--- config.mk ---
export PLATFORM = sky130hd
export DESIGN_NAME = wb_arbiter
export DESIGN_NICKNAME = d
export VERILOG_FILES = /design/src/rtl/wb_arbiter_pkg.sv /design/src/rtl/wb_fifo.sv /design/src/rtl/wb_arbiter.sv
export SDC_FILE = /design/constraint.sdc
export NUM_CORES = 1
export LEC_CHECK = 0
export CORE_ASPECT_RATIO = 0.8
export CORE_MARGIN = 2
export CORE_UTILIZATION = 48
export CTS_CLUSTER_DIAMETER = 150
export DETAILED_ROUTE_END_ITERATION = 16
export GPL_TIMING_DRIVEN = 0
export PLACE_DENSITY = 0.76
export SKIP_LAST_GASP = 1
export SLEW_MARGIN = 20
export SYNTH_ARGS = -nofsm -noshare
export SYNTH_HDL_FRONTEND = slang
export SYNTH_SLANG_ARGS = --single-unit
--- constraint.sdc ---
create_clock -name clk -period 2.29 [get_ports clk]
set_input_delay 0.687 -clock clk [delete_from_list [all_inputs] [get_ports clk]]
set_output_delay 0.687 -clock clk [all_outputs]
set_load 0.01 [all_outputs]
--- src/rtl/wb_arbiter_pkg.sv ---
// wb_arbiter_pkg: shared widths and constants for the register-file write-back arbiter.
package wb_arbiter_pkg;
  localparam int AW = 5;
  localparam int DW = 32;
  localparam int NUM_REGS = 32;
  localparam logic [4:0] REG_ZERO = 5'd0;
endpackage

--- src/rtl/wb_fifo.sv ---
// wb_fifo: small in-order buffer for long-latency write-backs, with a per-entry
// valid vector that yields the mask of registers still awaiting a write.
module wb_fifo
  import wb_arbiter_pkg::*;
#(
  parameter int DEPTH = 4,
  parameter int AW = wb_arbiter_pkg::AW,
  parameter int DW = wb_arbiter_pkg::DW,
  localparam int PW = $clog2(DEPTH),
  localparam int CW = $clog2(DEPTH + 1)
) (
  input  logic                clk,
  input  logic                reset,
  input  logic                push,
  input  logic                pop,
  input  logic [AW-1:0]       push_addr,
  input  logic [DW-1:0]       push_data,
  output logic [AW-1:0]       head_addr,
  output logic [DW-1:0]       head_data,
  output logic                full,
  output logic                empty,
  output logic [CW-1:0]       count,
  output logic [NUM_REGS-1:0] pending_mask
);
  logic [AW-1:0]    addr_q [DEPTH];
  logic [DW-1:0]    data_q [DEPTH];
  logic [DEPTH-1:0] valid_q, valid_d;
  logic [PW-1:0]    wr_q, wr_d, rd_q, rd_d;
  logic [CW-1:0]    count_q, count_d;

  always_comb begin
    valid_d = valid_q;
    if (pop) valid_d[rd_q] = 1'b0;
    if (push) valid_d[wr_q] = 1'b1;
    wr_d = push ? wr_q + 1'b1 : wr_q;
    rd_d = pop ? rd_q + 1'b1 : rd_q;
    count_d = count_q + CW'(push) - CW'(pop);
  end

  always_ff @(posedge clk or negedge reset) begin
    if (!reset) begin
      valid_q <= '0;
      wr_q <= '0;
      rd_q <= '0;
      count_q <= '0;
    end else begin
      valid_q <= valid_d;
      wr_q <= wr_d;
      rd_q <= rd_d;
      count_q <= count_d;
    end
  end

  // Payload needs no reset: the valid vector decides what is live.
  always_ff @(posedge clk) begin
    if (push) begin
      addr_q[wr_q] <= push_addr;
      data_q[wr_q] <= push_data;
    end
  end

  always_comb begin
    pending_mask = '0;
    for (int i = 0; i < DEPTH; i++)
      if (valid_q[i]) pending_mask[addr_q[i]] = 1'b1;
  end

  assign head_addr = addr_q[rd_q];
  assign head_data = data_q[rd_q];
  assign full = count_q == CW'(DEPTH);
  assign empty = count_q == '0;
  assign count = count_q;
endmodule

--- src/rtl/wb_arbiter.sv ---
// wb_arbiter: merges pipeline and buffered long-latency write-backs onto one
// registered register-file write port; pipeline has priority, starvation raises stall_req.
module wb_arbiter
  import wb_arbiter_pkg::*;
#(
  parameter int DEPTH = 4,
  parameter int AW = wb_arbiter_pkg::AW,
  parameter int DW = wb_arbiter_pkg::DW,
  parameter int STARVE_MAX = 8,
  localparam int CW = $clog2(DEPTH + 1),
  localparam int SW = $clog2(STARVE_MAX + 1)
) (
  input  logic                clk,
  input  logic                reset,
  input  logic                p_valid,
  input  logic [AW-1:0]       p_addr,
  input  logic [DW-1:0]       p_data,
  input  logic                l_valid,
  output logic                l_ready,
  input  logic [AW-1:0]       l_addr,
  input  logic [DW-1:0]       l_data,
  output logic                stall_req,
  output logic                reg_write_out,
  output logic [AW-1:0]       write_addr_out,
  output logic [DW-1:0]       write_data_out,
  output logic [NUM_REGS-1:0] pending_mask,
  output logic [CW-1:0]       fifo_count
);
  logic          p_eff, push, pop, full, empty, inc, hit;
  logic [AW-1:0] head_addr, addr_q, addr_d;
  logic [DW-1:0] head_data, data_q, data_d;
  logic          we_q, we_d, stall_q, stall_d;
  logic [SW-1:0] starve_q, starve_d;

  // Writes to the hard-wired zero register are dropped at the door.
  assign p_eff = p_valid && p_addr != AW'(REG_ZERO);
  assign l_ready = !full;
  assign push = l_valid && l_ready && l_addr != AW'(REG_ZERO);
  assign pop = !p_eff && !empty;
  assign inc = p_eff && !empty;
  assign hit = inc && starve_q == SW'(STARVE_MAX - 1);

  wb_fifo #(.DEPTH(DEPTH), .AW(AW), .DW(DW)) u_fifo (
    .clk          (clk),
    .reset        (reset),
    .push         (push),
    .pop          (pop),
    .push_addr    (l_addr),
    .push_data    (l_data),
    .head_addr    (head_addr),
    .head_data    (head_data),
    .full         (full),
    .empty        (empty),
    .count        (fifo_count),
    .pending_mask (pending_mask)
  );

  always_comb begin
    we_d = p_eff || pop;
    addr_d = p_eff ? p_addr : pop ? head_addr : addr_q;
    data_d = p_eff ? p_data : pop ? head_data : data_q;
    starve_d = (inc && !hit) ? starve_q + 1'b1 : '0;
    stall_d = hit;
  end

  always_ff @(posedge clk or negedge reset) begin
    if (!reset) begin
      we_q <= 1'b0;
      addr_q <= '0;
      data_q <= '0;
      starve_q <= '0;
      stall_q <= 1'b0;
    end else begin
      we_q <= we_d;
      addr_q <= addr_d;
      data_q <= data_d;
      starve_q <= starve_d;
      stall_q <= stall_d;
    end
  end

  assign reg_write_out = we_q;
  assign write_addr_out = addr_q;
  assign write_data_out = data_q;
  assign stall_req = stall_q;
endmodule

Word level (Yosys, flattened, before mapping). Memory sizes are Yosys's and may differ from the RTL's. Cells that the tools add are included.

Reductions and logical operators: 22. Add/sub/neg operators: 5. Eq/ne operators: 2. Mux-type cells: 25. $lt $le $gt $ge: 12. Bitwise operators: 6.

Operator list (count): 32-bit 2-to-1 mux (6); 32-bit bitwise OR (3); 5-bit by 6-bit less-than comparator with 1-bit output, second input constant (4); 1-bit demux with 5-bit select (4); 5-bit by 1-bit >= comparator with 1-bit output, second input constant (4); 1-bit logical AND (13); 4-bit 2-to-1 mux (3); 5-bit 2-to-1 mux (2); 5-bit nonzero test (2); 1-bit 2-to-1 mux (8); 2-bit by 3-bit less-than comparator with 1-bit output, second input constant (2); 2-bit by 1-bit adder with 2-bit output, second input constant (2); 4-bit by 1-bit adder with 4-bit output, second input constant (1); 4-bit bitwise AND (1); 1-bit demux with 2-bit select (2); 4-bit by 3-bit equality test with 1-bit output, second input constant (1); 2-bit by 1-bit >= comparator with 1-bit output, second input constant (2); 1-bit zero test (4); 4-bit inverter (1); 4-bit bitwise OR (1); 3-bit by 1-bit adder with 3-bit output (1); 3-bit equality test, second input constant (1); 3-bit zero test (1); 3-bit by 1-bit subtractor with 3-bit output (1); other kinds (2) (2).

Input port bits: 78. Bits in writable memories: 148. Register bits after elaboration: 54. Output and inout port bits: 75. Memories: 2.

Memories: u_fifo.data_q (words 4, bits a word 32, rd ports 1, clocked after Yosys merged registers in 0, write ports 1, line wb_fifo.sv:26) `logic [DW-1:0] data_q [DEPTH];`; u_fifo.addr_q (words 4, bits a word 5, rd ports 5, clocked after Yosys merged registers in 0, write ports 1, line wb_fifo.sv:25) `logic [AW-1:0] addr_q [DEPTH];`.

Longest topological paths before layout. Gate-level depths: netlist (run 1).

Depth in word-level cells: 11. Mapped depth: 12.

Hierarchy. Synthesis (run 1) repeated with hierarchy kept, for this count alone.

Cells, all modules: 528. Area, all modules: 9013.6 um2.

Modules (own cells, without submodules): wb_fifo (sequential area each 4719.5 um2, area each 6920.4 um2, cells an instance 377, instances 1); wb_arbiter (sequential area each 1076.0 um2, area each 2093.3 um2, cells an instance 151, instances 1).

Worst setup path before layout (run 1). Ideal clock, no wire load.

Kind: input to register. Start: input port p_addr[3]. End: register u_fifo.count_q[2], in the netlist u_fifo.count[2]. Stages: 12. Slack: -0.526 ns. Arrival time: 2.689 ns. Setup time: 0.127 ns. Data required time: 2.163 ns. Cell sequence: or4_1 o21ai_1 buf_4 nand2_2 inv_1 ha_1 inv_1 ha_1 inv_1 fa_1 xnor2_1 xnor2_1.

Cells in the longest elaborated chain, start to end: 5.

RTL lines: from (decl) (line wb_arbiter.sv:16) `input logic [AW-1:0] p_addr,`; 5-bit nonzero test (line wb_arbiter.sv:36) `assign p_eff = p_valid && p_addr != AW'(REG_ZERO);`; 1-bit logical AND (line wb_arbiter.sv:36); 1-bit zero test (line wb_arbiter.sv:39) `assign pop = !p_eff && !empty;`; 1-bit logical AND (line wb_arbiter.sv:39); named net pop (line wb_arbiter.sv:29) `logic p_eff, push, pop, full, empty, inc, hit;`; 3-bit by 1-bit subtractor with 3-bit output (line wb_fifo.sv:37) `count_d = count_q + CW'(push) - CW'(pop);`; named net u_fifo.count_d[2] (line wb_fifo.sv:29) `logic [CW-1:0] count_q, count_d;`; to (signal assigned) (line wb_fifo.sv:50) `count_q <= count_d;`; to (decl) (line wb_fifo.sv:29).

The timed path passes the listed nets, and every way through them passes these cells. A chain may end at the register's enable or synchronous reset.

==> results of run 1 <==
[flip-flops by register name, summed over array words and instances (netlist names)]
register / count
u_fifo.count: 3
write_data_out: 32
u_fifo.valid_q: 4
reg_write_out: 1
stall_req: 1
write_addr_out: 5
u_fifo.rd_q: 2
u_fifo.wr_q: 2
u_fifo.data_q: 128
starve_q: 4
u_fifo.addr_q: 20
[how the worst max path moves through the flow]
stage,start,slack (ns),to
CTS,u_fifo.addr_q[1][2]$_DFFE_PP_,-0.39,pending_mask[18]
global placement,reset,-1.24,write_data_out[21]$_DFFE_PN0P_
finish,u_fifo.addr_q[1][2]$_DFFE_PP_,-0.43,pending_mask[18]
global route,u_fifo.addr_q[1][2]$_DFFE_PP_,-0.47,pending_mask[18]
detailed placement,p_addr[3],-1.24,u_fifo.count[2]$_DFF_PN0_
floorplan,p_addr[3],-0.45,u_fifo.count[2]$_DFF_PN0_
[power by group through the flow]
stage,clock network (mW),logic [mW],registers [mW]
finish,3.47,5.35,5.42
global route,3.65,5.74,5.49
CTS,3.51,5.23,5.40
detailed placement,0,4.73,5.45
global placement,0,4.64,5.38
floorplan,0,2.70,5.43
[metrics by stage]
step	instances	util	power, mW	setup TNS, ns
after floorplan	641	-	8.13	-5.83
after global placement	1023	0.593	10.0	-246.89
after detailed placement	1023	0.593	10.2	-179.76
after CTS	1122	0.673	14.1	-10.20
after global routing	1131	0.685	14.9	-13.01
final	1131	0.685	14.2	-11.09
[synthesized netlist by cell type (4+ instances only)]
cell type / number / share of area
edfxtp_1: 148 / 0.50
nand2_1: 89 / 0.037
nor2_1: 61 / 0.026
dfrtp_1: 54 / 0.15
mux4_2: 37 / 0.093
a31oi_1: 35 / 0.025
clkbuf_1: 25 / 0.011
o221ai_1: 19 / 0.019
nand3b_1: 16 / 0.013
inv_1: 14 / 0.0059
nand3_1: 13 / 0.0073
a21oi_1: 12 / 0.0067
ha_1: 11 / 0.015
buf_2: 10 / 0.0056
nor3b_1: 9 / 0.0076
a221o_1: 8 / 0.0090
o22ai_1: 8 / 0.0056
a22oi_1: 7 / 0.0059
or3b_2: 6 / 0.0059
and3b_1: 5 / 0.0049
buf_4: 5 / 0.0042
nor3_1: 5 / 0.0028
o211ai_1: 5 / 0.0042
xnor2_1: 5 / 0.0049
a22o_1: 4 / 0.0039
and2_1: 4 / 0.0028
and3_1: 4 / 0.0028
[cell families (layout without fill, tap and decap cells)]
group / count (synthesis) / after routing / share of synthesized area
compound gates: 107 / 107 / 0.0871
flops: 202 / 202 / 0.650
buf+inv: 55 / 314 / 0.0266
other cells: 0 / 1 / 0
xor+xnor: 6 / 6 / 0.00589
mux: 39 / 39 / 0.0963
fa+ha+maj: 12 / 12 / 0.0177
simple gates: 220 / 220 / 0.117
[critical path, delay by kind of cell, from the launching register on]
kind | cells | cell delay [ns]
AO/OA/AOI/OAI | 2 | 0.17
buffers and inverters | 2 | 0.35
flip-flops | 1 | 0.50
AND/OR/NAND/NOR | 2 | 0.50
[cell usage in the layout (no fill, tap or decap), types with 4 or more instances in the layout]
cell type / netlist / layout
edfxtp_1: 148 / 148
clkdlybuf4s50_1: 0 / 109
nand2_1: 89 / 87
buf_4: 5 / 68
nor2_1: 61 / 54
dfrtp_1: 54 / 49
buf_2: 10 / 40
mux4_2: 37 / 37
a31oi_1: 35 / 35
buf_6: 0 / 28
clkbuf_16: 0 / 23
nand3b_1: 16 / 16
clkbuf_1: 25 / 14
nand3_1: 13 / 9
o221ai_2: 0 / 9
inv_1: 14 / 9
ha_1: 11 / 9
a221o_1: 8 / 8
or3b_4: 0 / 7
o221ai_1: 19 / 7
a21oi_2: 0 / 5
o211ai_1: 5 / 5
nor2_2: 0 / 5
a21oi_1: 12 / 5
dfrtp_2: 0 / 5
o22ai_2: 0 / 4
o22ai_1: 8 / 4
nor3b_2: 0 / 4
a22oi_1: 7 / 4
xnor2_1: 5 / 4
a22o_1: 4 / 4
and2_4: 0 / 4
dlygate4sd2_1: 0 / 4
[per-layer routing]
metal | vias up | GRT usage | wire (µm)
li1 | 2955 | - | -
met1 | 3422 | 0.378 | 11000
met2 | 327 | 0.423 | 12400
met3 | 56 | 0.0485 | 2000
met4 | 0 | 0.0777 | 599
met5 | - | 0 | 0
[area by class of cell]
cell class,count,area (µm²),area share
clock buffer,29,608,0.0488
buffer,26,136,0.0110
antenna,1,2.50,0.000201
tap,230,288,0.0231
sequential,202,5800,0.466
timing repair buffer,238,2110,0.169
inverter,14,57.6,0.00462
multi-input combinational,384,3330,0.268
clock inverter,7,115,0.00925
[timing repair]
action,in CTS,in global routing
pin swaps,32,15
gates resized for setup,236,42
hold buffers,0,0
endpoints found under the setup margin,187,107
setup buffers,78,9
==> impl_metrics.tcl, run 1 <==
set metrics [dict create \
    status "finished with violations" \
    violations "setup timing" \
    ys_async_sr_fraction 0.267 \
    synth_cells 641 \
    final-setup-viol-count 34 \
    synthesis.area_um2 8920 \
    place_area_um2 10800 \
    ys.warnings.count 0 \
    period_share 1.19 \
    cp.required_ns 1.60 \
    place_ws_ns -1.24 \
    grt_pass1_vias 6913 \
    synth_cell_types 42 \
    cts_tree "yes" \
    drv_cap 0 \
    vias 6760 \
    antenna_found_initial 1 \
    hold_viol_final 0 \
    ff2ff_path_depth 10 \
    h-tree-depth 1 \
    pwr-share-seq 0.381 \
    rsz0062_at_grt "true" \
    postRouteAntennaNets 0 \
    ir_drop_mv 0.630 \
    worst_pin_slew_ns 0.754 \
    numPortBuffers 152 \
    p_leak_nw 4.64 \
    ys_ff_latch 202 \
    crit_slowest_cell "edfxtp_1" \
    die_w_um 156 \
    endpoint_kind "output pin" \
    die_area_um2 19700 \
    combPwrFrac 0.376 \
    setup_ws_ns -0.426 \
    fin_skew_ns 0.0297 \
    synth_edf_count 148 \
    grt_max_degree 55 \
    syn_area_per_cell_um2 13.9 \
    grt_pass1_wl_um 39800 \
    path_class "flip-flop to output pin" \
    p_switching_mw 4.68 \
    drtIter0Drc 557 \
    post-dp-hpwl_um 16400 \
    avgViaCountPerCell 5.98 \
    pwr_density_cell_nw_per_um2 1140 \
    die_y_um 126 \
    clkPwrFrac 0.244 \
    globalplace.congestion 0.867 \
    ys.flop_type "edfxtp_1" \
    worstSkewPairLatency_ns 0.51 \
    path_clk_slew_ns 0.06 \
    fin_crit_ns 2.72 \
    numCtsBuffers 20 \
    nFillCells 1209 \
    area_growth_pct 39.5 \
    first_pass_iters 7 \
    crit_fanout 5 \
    fmax_mhz 368 \
    root_buffer "clkbuf_16" \
    cp_cell_sequence "buf_4 -> or3b_4 -> nor2_2 -> a21oi_1 -> o211ai_1 -> buf_2" \
    swShare 0.328 \
    clockBufferDepth 3 \
    hp-class "primary input to async pin" \
    io_pins 153 \
    start_kind "flip-flop" \
    cpPeakStageDelay_ns 0.50 \
    hold_slack_ns 0.258 \
    fp-row-count 44 \
    coreArea_um2 18200 \
    final_cell_area_um2 12500 \
    drc 0 \
    wire_per_inst_um 23.0 \
    drive_gt1_frac 0.330 \
    final_max_slew_viol_count 0 \
    syn-num-nets 731 \
    clock-sinks 202 \
    slew_headroom 0.497 \
    r2r_slack_ns -0.11 \
    finish.net_count 976 \
    internal_power_mw 9.57 \
    arrival_ns 2.03 \
    start_util 0.491 \
    reg2reg_to "u_fifo.count[2]$_DFF_PN0_" \
    grtUsageTotal 0.265 \
    grt_overflow 0 \
    yosysSeqAreaShare 0.650 \
    r2r_start "u_fifo.count[2]$_DFF_PN0_" \
    routed_wl_um 26000 \
]
Note: power is estimated with default switching activity, not from simulation.
==> run 2: changes to the inputs <==
- CORE_MARGIN: 2 -> not set
- HOLD_SLACK_MARGIN: not set -> 0.05
==> impl_metrics.tcl, run 2 (synthesis gave the netlist of run 1 again) <==
set metrics [dict create \
    status "finished with violations" \
    violations "setup timing" \
    largest_register "u_fifo.data_q" \
    ir_drop_mv 0.711 \
    final.setup.tns_ns -10.54 \
    r2r_start "u_fifo.count[2]$_DFF_PN0_" \
    grt_pass1_vias 6829 \
    r2r_slack_ns -0.04 \
    globalplace.congestion 0.846 \
    largest_reg_flops 128 \
    clockBufferDepth 3 \
    setup_ws_ns -0.389 \
    place_ws_ns -1.07 \
    finalPower_mw 14.3 \
    p_leak_nw 4.72 \
    final-setup-viol-count 34 \
    numPortBuffers 152 \
    nFillCells 1226 \
    routed_wl_um 26300 \
    grtUsageTotal 0.274 \
    worst_pin_slew_ns 0.700 \
    place_area_um2 10800 \
    fmax_mhz 373 \
    start_kind "flip-flop" \
    hold_viol_final 0 \
    drv_cap 0 \
    rsz0062_at_grt "true" \
    die_w_um 154 \
    dp.cells 1024 \
    drc 0 \
    worstSkewPairLatency_ns 0.50 \
    io_pins 153 \
    grt_max_degree 55 \
    regArea_um2 5800 \
    h-tree-depth 1 \
    coreArea_um2 18200 \
    fp-row-count 44 \
    antenna_found_initial 0 \
    numCtsBuffers 21 \
    avgViaCountPerCell 5.92 \
    fin_crit_ns 2.68 \
    postRouteAntennaNets 0 \
    first_pass_iters 5 \
    die_y_um 124 \
    slew_headroom 0.534 \
    ff2ff_path_depth 10 \
    crit_fanout 5 \
    period_share 1.17 \
    drtIter0Drc 604 \
    vias 6810 \
    endpoint_kind "output pin" \
    die_area_um2 19100 \
    clock-sinks 202 \
    pwr_density_cell_nw_per_um2 1130 \
    final_common_cell "edfxtp_1" \
    most-common-layout-cells "edfxtp_1 (148), clkdlybuf4s50_1 (110), nand2_1 (86), buf_4 (72), nor2_1 (52)" \
    grt_overflow 0 \
    area_growth_pct 41.5 \
    root_buffer "clkbuf_16" \
    cts_tree "yes" \
    cp.required_ns 1.60 \
    finalNonFillerCells 1150 \
    start_util 0.491 \
    grt_pass1_wl_um 39100 \
    path_class "flip-flop to output pin" \
    arrival_ns 1.99 \
    final_cell_area_um2 12600 \
    wire_per_inst_um 22.9 \
    finish.net_count 994 \
    path_clk_slew_ns 0.06 \
    multi_input_area_um2 3370 \
    drive_gt1_frac 0.342 \
    final_max_slew_viol_count 0 \
    reg2reg_to "u_fifo.count[2]$_DFF_PN0_" \
    fin_skew_ns 0.0162 \
    hp-class "primary input to async pin" \
    post-dp-hpwl_um 15800 \
]
==> run 2: worst max-delay path by stage <==
stage | start | end | slack (ns) | cells past startpoint
after floorplan | p_addr[3] | u_fifo.count[2]$_DFF_PN0_ | -0.45 | 12
after global placement | reset | write_data_out[19]$_DFFE_PN0P_ | -1.30 | 1
after detailed placement | p_addr[3] | u_fifo.count[2]$_DFF_PN0_ | -1.07 | 13
after CTS | u_fifo.addr_q[2][3]$_DFFE_PP_ | pending_mask[17] | -0.38 | 6
after global routing | u_fifo.addr_q[1][3]$_DFFE_PP_ | pending_mask[18] | -0.42 | 6
final | u_fifo.addr_q[2][4]$_DFFE_PP_ | pending_mask[13] | -0.39 | 4
==> run 2: report_power, final <==
group / switching, mW / internal [mW]
clock network: 1.35 / 2.06
registers: 0.518 / 4.91
logic: 2.80 / 2.62
total: 4.67 / 9.60
==> run 2: final cells by class <==
type,instances,area share
Sequential cell,202,0.460
Antenna cell,1,0.000198
Tap cell,230,0.0228
Buffer,26,0.0107
Inverter,14,0.00436
Clock buffer,33,0.0484
Clock inverter,5,0.00654
Timing Repair Buffer,254,0.181
Multi-Input combinational cell,385,0.267
==> run 2: through the flow <==
step / hold slack [ns] / util
4_1_cts: 0.191 / 0.675
3_3_place_gp: 0.443 / 0.593
6_report: 0.186 / 0.695
3_5_place_dp: 0.458 / 0.594
5_1_grt: 0.202 / 0.695
2_1_floorplan: 0.391 / -
==> run 2: repair_timing <==
action	CTS	global route
endpoints found under the setup margin	183	35
buffers inserted	84	19
resized for setup	230	60
gates cloned	1	0
hold buffers	0	0
pin swaps	26	26
==> run 2: critical path, cell delays in order (launching register included) <==
cell and delay [ns]:
edfxtp_1 0.51, nand3b_1 0.36, buf_4 0.22, o221ai_1 0.16
clkdlybuf4s15_2 0.25
==> run 2: layer usage <==
| metal | GRT usage | vias up | wire length [µm] |
|---|---|---|---|
| met4 | 0.0668 | 0 | 401 |
| met2 | 0.455 | 351 | 12800 |
| li1 | - | 2997 | - |
| met3 | 0.0498 | 44 | 2170 |
| met5 | 0 | - | 0 |
| met1 | 0.379 | 3418 | 10900 |
==> run 3: changes to the inputs <==
- CORE_UTILIZATION: 48 -> 50
- CTS_BUF_LIST: not set -> sky130_fd_sc_hd__clkbuf_8
- CTS_CLUSTER_SIZE: not set -> 20
- PLACE_DENSITY: 0.76 -> 0.79
==> impl_metrics.tcl, run 3 (synthesis gave the netlist of run 1 again) <==
set metrics [dict create \
    cpMostUsedCell "buf_6" \
    globalplace.congestion 0.903 \
    root_buffer "clkbuf_8" \
    die_area_um2 18400 \
    finalPower_mw 12.6 \
    cts_tree "yes" \
    grt_max_degree 55 \
    postRouteAntennaNets 0 \
    pwr_density_cell_nw_per_um2 1040 \
    fp-row-count 43 \
    first_pass_iters 5 \
    drv_cap 0 \
    place_area_um2 10800 \
    die_w_um 151 \
    hold_viol_final 0 \
    path_delay_family "flip-flops" \
    postCtsHoldBufs 0 \
    clock-sinks 202 \
    drtIter0Drc 548 \
    post-dp-hpwl_um 16200 \
    avgViaCountPerCell 6.10 \
    drc 0 \
    grt_pass1_vias 6894 \
    violations "setup timing" \
    vias 6833 \
    io_pins 153 \
    cpPeakStageDelay_ns 0.56 \
    drive_gt1_frac 0.328 \
    crit_fanout 4 \
    wire_per_inst_um 23.0 \
    status "finished with violations" \
    slew_headroom 0.497 \
    final_max_slew_viol_count 0 \
    finish.net_count 980 \
    path_class "flip-flop to output pin" \
    largest_register "u_fifo.data_q" \
    fmax_mhz 362 \
    grtUsageTotal 0.286 \
    clockBufferDepth 3 \
    setup_ws_ns -0.472 \
    final.setup.tns_ns -12.99 \
    cp_cell_sequence "buf_6 -> buf_6 -> nor3b_4 -> a2bb2oi_2 -> o221ai_2 -> buf_2" \
    largest_reg_flops 128 \
    area_growth_pct 35.6 \
    hp-class "primary input to async pin" \
    h-tree-depth 1 \
    nFillCells 1171 \
    endpoint_kind "output pin" \
    antenna_found_initial 1 \
    routed_wl_um 25800 \
    fin_skew_ns 0.0276 \
    path_clk_slew_ns 0.12 \
    worstSkewPairLatency_ns 0.52 \
    period_share 1.21 \
    coreArea_um2 17400 \
    arrival_ns 2.08 \
    crit_slowest_cell "edfxtp_1" \
    hold_slack_ns 0.232 \
    rsz0062_at_grt "true" \
    start_kind "flip-flop" \
    start_util 0.513 \
    grt_overflow 0 \
    final_common_cell "edfxtp_1" \
    worst_pin_slew_ns 0.754 \
    final_cell_area_um2 12100 \
    die_y_um 121 \
    r2r_slack_ns 0.03 \
    grt_pass1_wl_um 38800 \
    n_antenna_cell 0 \
    final-setup-viol-count 34 \
    p_leak_nw 4.51 \
    numPortBuffers 152 \
    fin_crit_ns 2.76 \
    cp.required_ns 1.60 \
    numCtsBuffers 14 \
    most-common-layout-cells "edfxtp_1 (148), clkdlybuf4s50_1 (110), nand2_1 (87), buf_4 (67), nor2_1 (53)" \
    ir_drop_mv 0.542 \
    cp_num_buf_inv 3 \
]
[run 3: through the flow]
step / utilization / worst slack [ns] / cells
3_5_place_dp: 0.619 / -1.20 / 1018
3_3_place_gp: 0.619 / -1.15 / 1018
5_1_grt: 0.696 / -0.518 / 1121
6_report: 0.696 / -0.472 / 1121
4_1_cts: 0.680 / -0.423 / 1107
2_1_floorplan: - / -0.455 / 641
[run 3: repair_timing]
action                                  in CTS  in global routing
buffers inserted                            83                 14
cloned                                       0                  0
endpoints found under the setup margin     184                 39
gates resized for setup                    241                 49
pin swaps                                   33                 28
[run 3: metal layers]
layer,global-route usage,wire [µm],vias up
li1,-,-,2959
met1,0.407,10500,3461
met2,0.451,12600,344
met3,0.0410,1940,67
met4,0.101,729,2
met5,0,13,-
[run 3: final timing paths]
path,from,end,cells after the start
max in group asynchronous,reset,u_fifo.valid_q[2]$_DFF_PN0_,1
max reg2reg,u_fifo.count[2]$_DFF_PN0_,u_fifo.count[2]$_DFF_PN0_,10
min reg2reg,starve_q[0]$_DFF_PN0_,starve_q[0]$_DFF_PN0_,1
max,u_fifo.addr_q[2][3]$_DFFE_PP_,pending_mask[5],6
min,reset,write_data_out[15]$_DFFE_PN0P_,1
min in group clk,p_addr[0],write_addr_out[0]$_DFFE_PN0P_,3
[run 3: area by class of cell]
cell class | count | area [µm²] | share of cell area
plain buffers | 26 | 138 | 0.0114
clock buffers | 14 | 193 | 0.0159
clock inverters | 8 | 51.3 | 0.00424
inverters | 14 | 57.6 | 0.00476
multi-input cells | 384 | 3380 | 0.279
flip-flops and latches | 202 | 5800 | 0.479
well taps | 225 | 282 | 0.0233
repair buffers | 248 | 2200 | 0.182
[run 3: worst reg2reg max path, cell delays in order (launching register included)]
cell and delay, ns:
dfrtp_1 0.46, or3_4 0.48, nand2_4 0.11, inv_4 0.05, ha_4 0.21, inv_4 0.05
ha_4 0.12, inv_2 0.04, fa_2 0.35, xnor2_2 0.18, xnor2_1 0.14
[run 3: report_power, final]
| part | leakage [nW] | switching [mW] | internal, mW |
|---|---|---|---|
| combinational | 2.38 | 2.76 | 2.63 |
| clock | 0.147 | 1.15 | 0.607 |
| sequential | 1.98 | 0.515 | 4.89 |
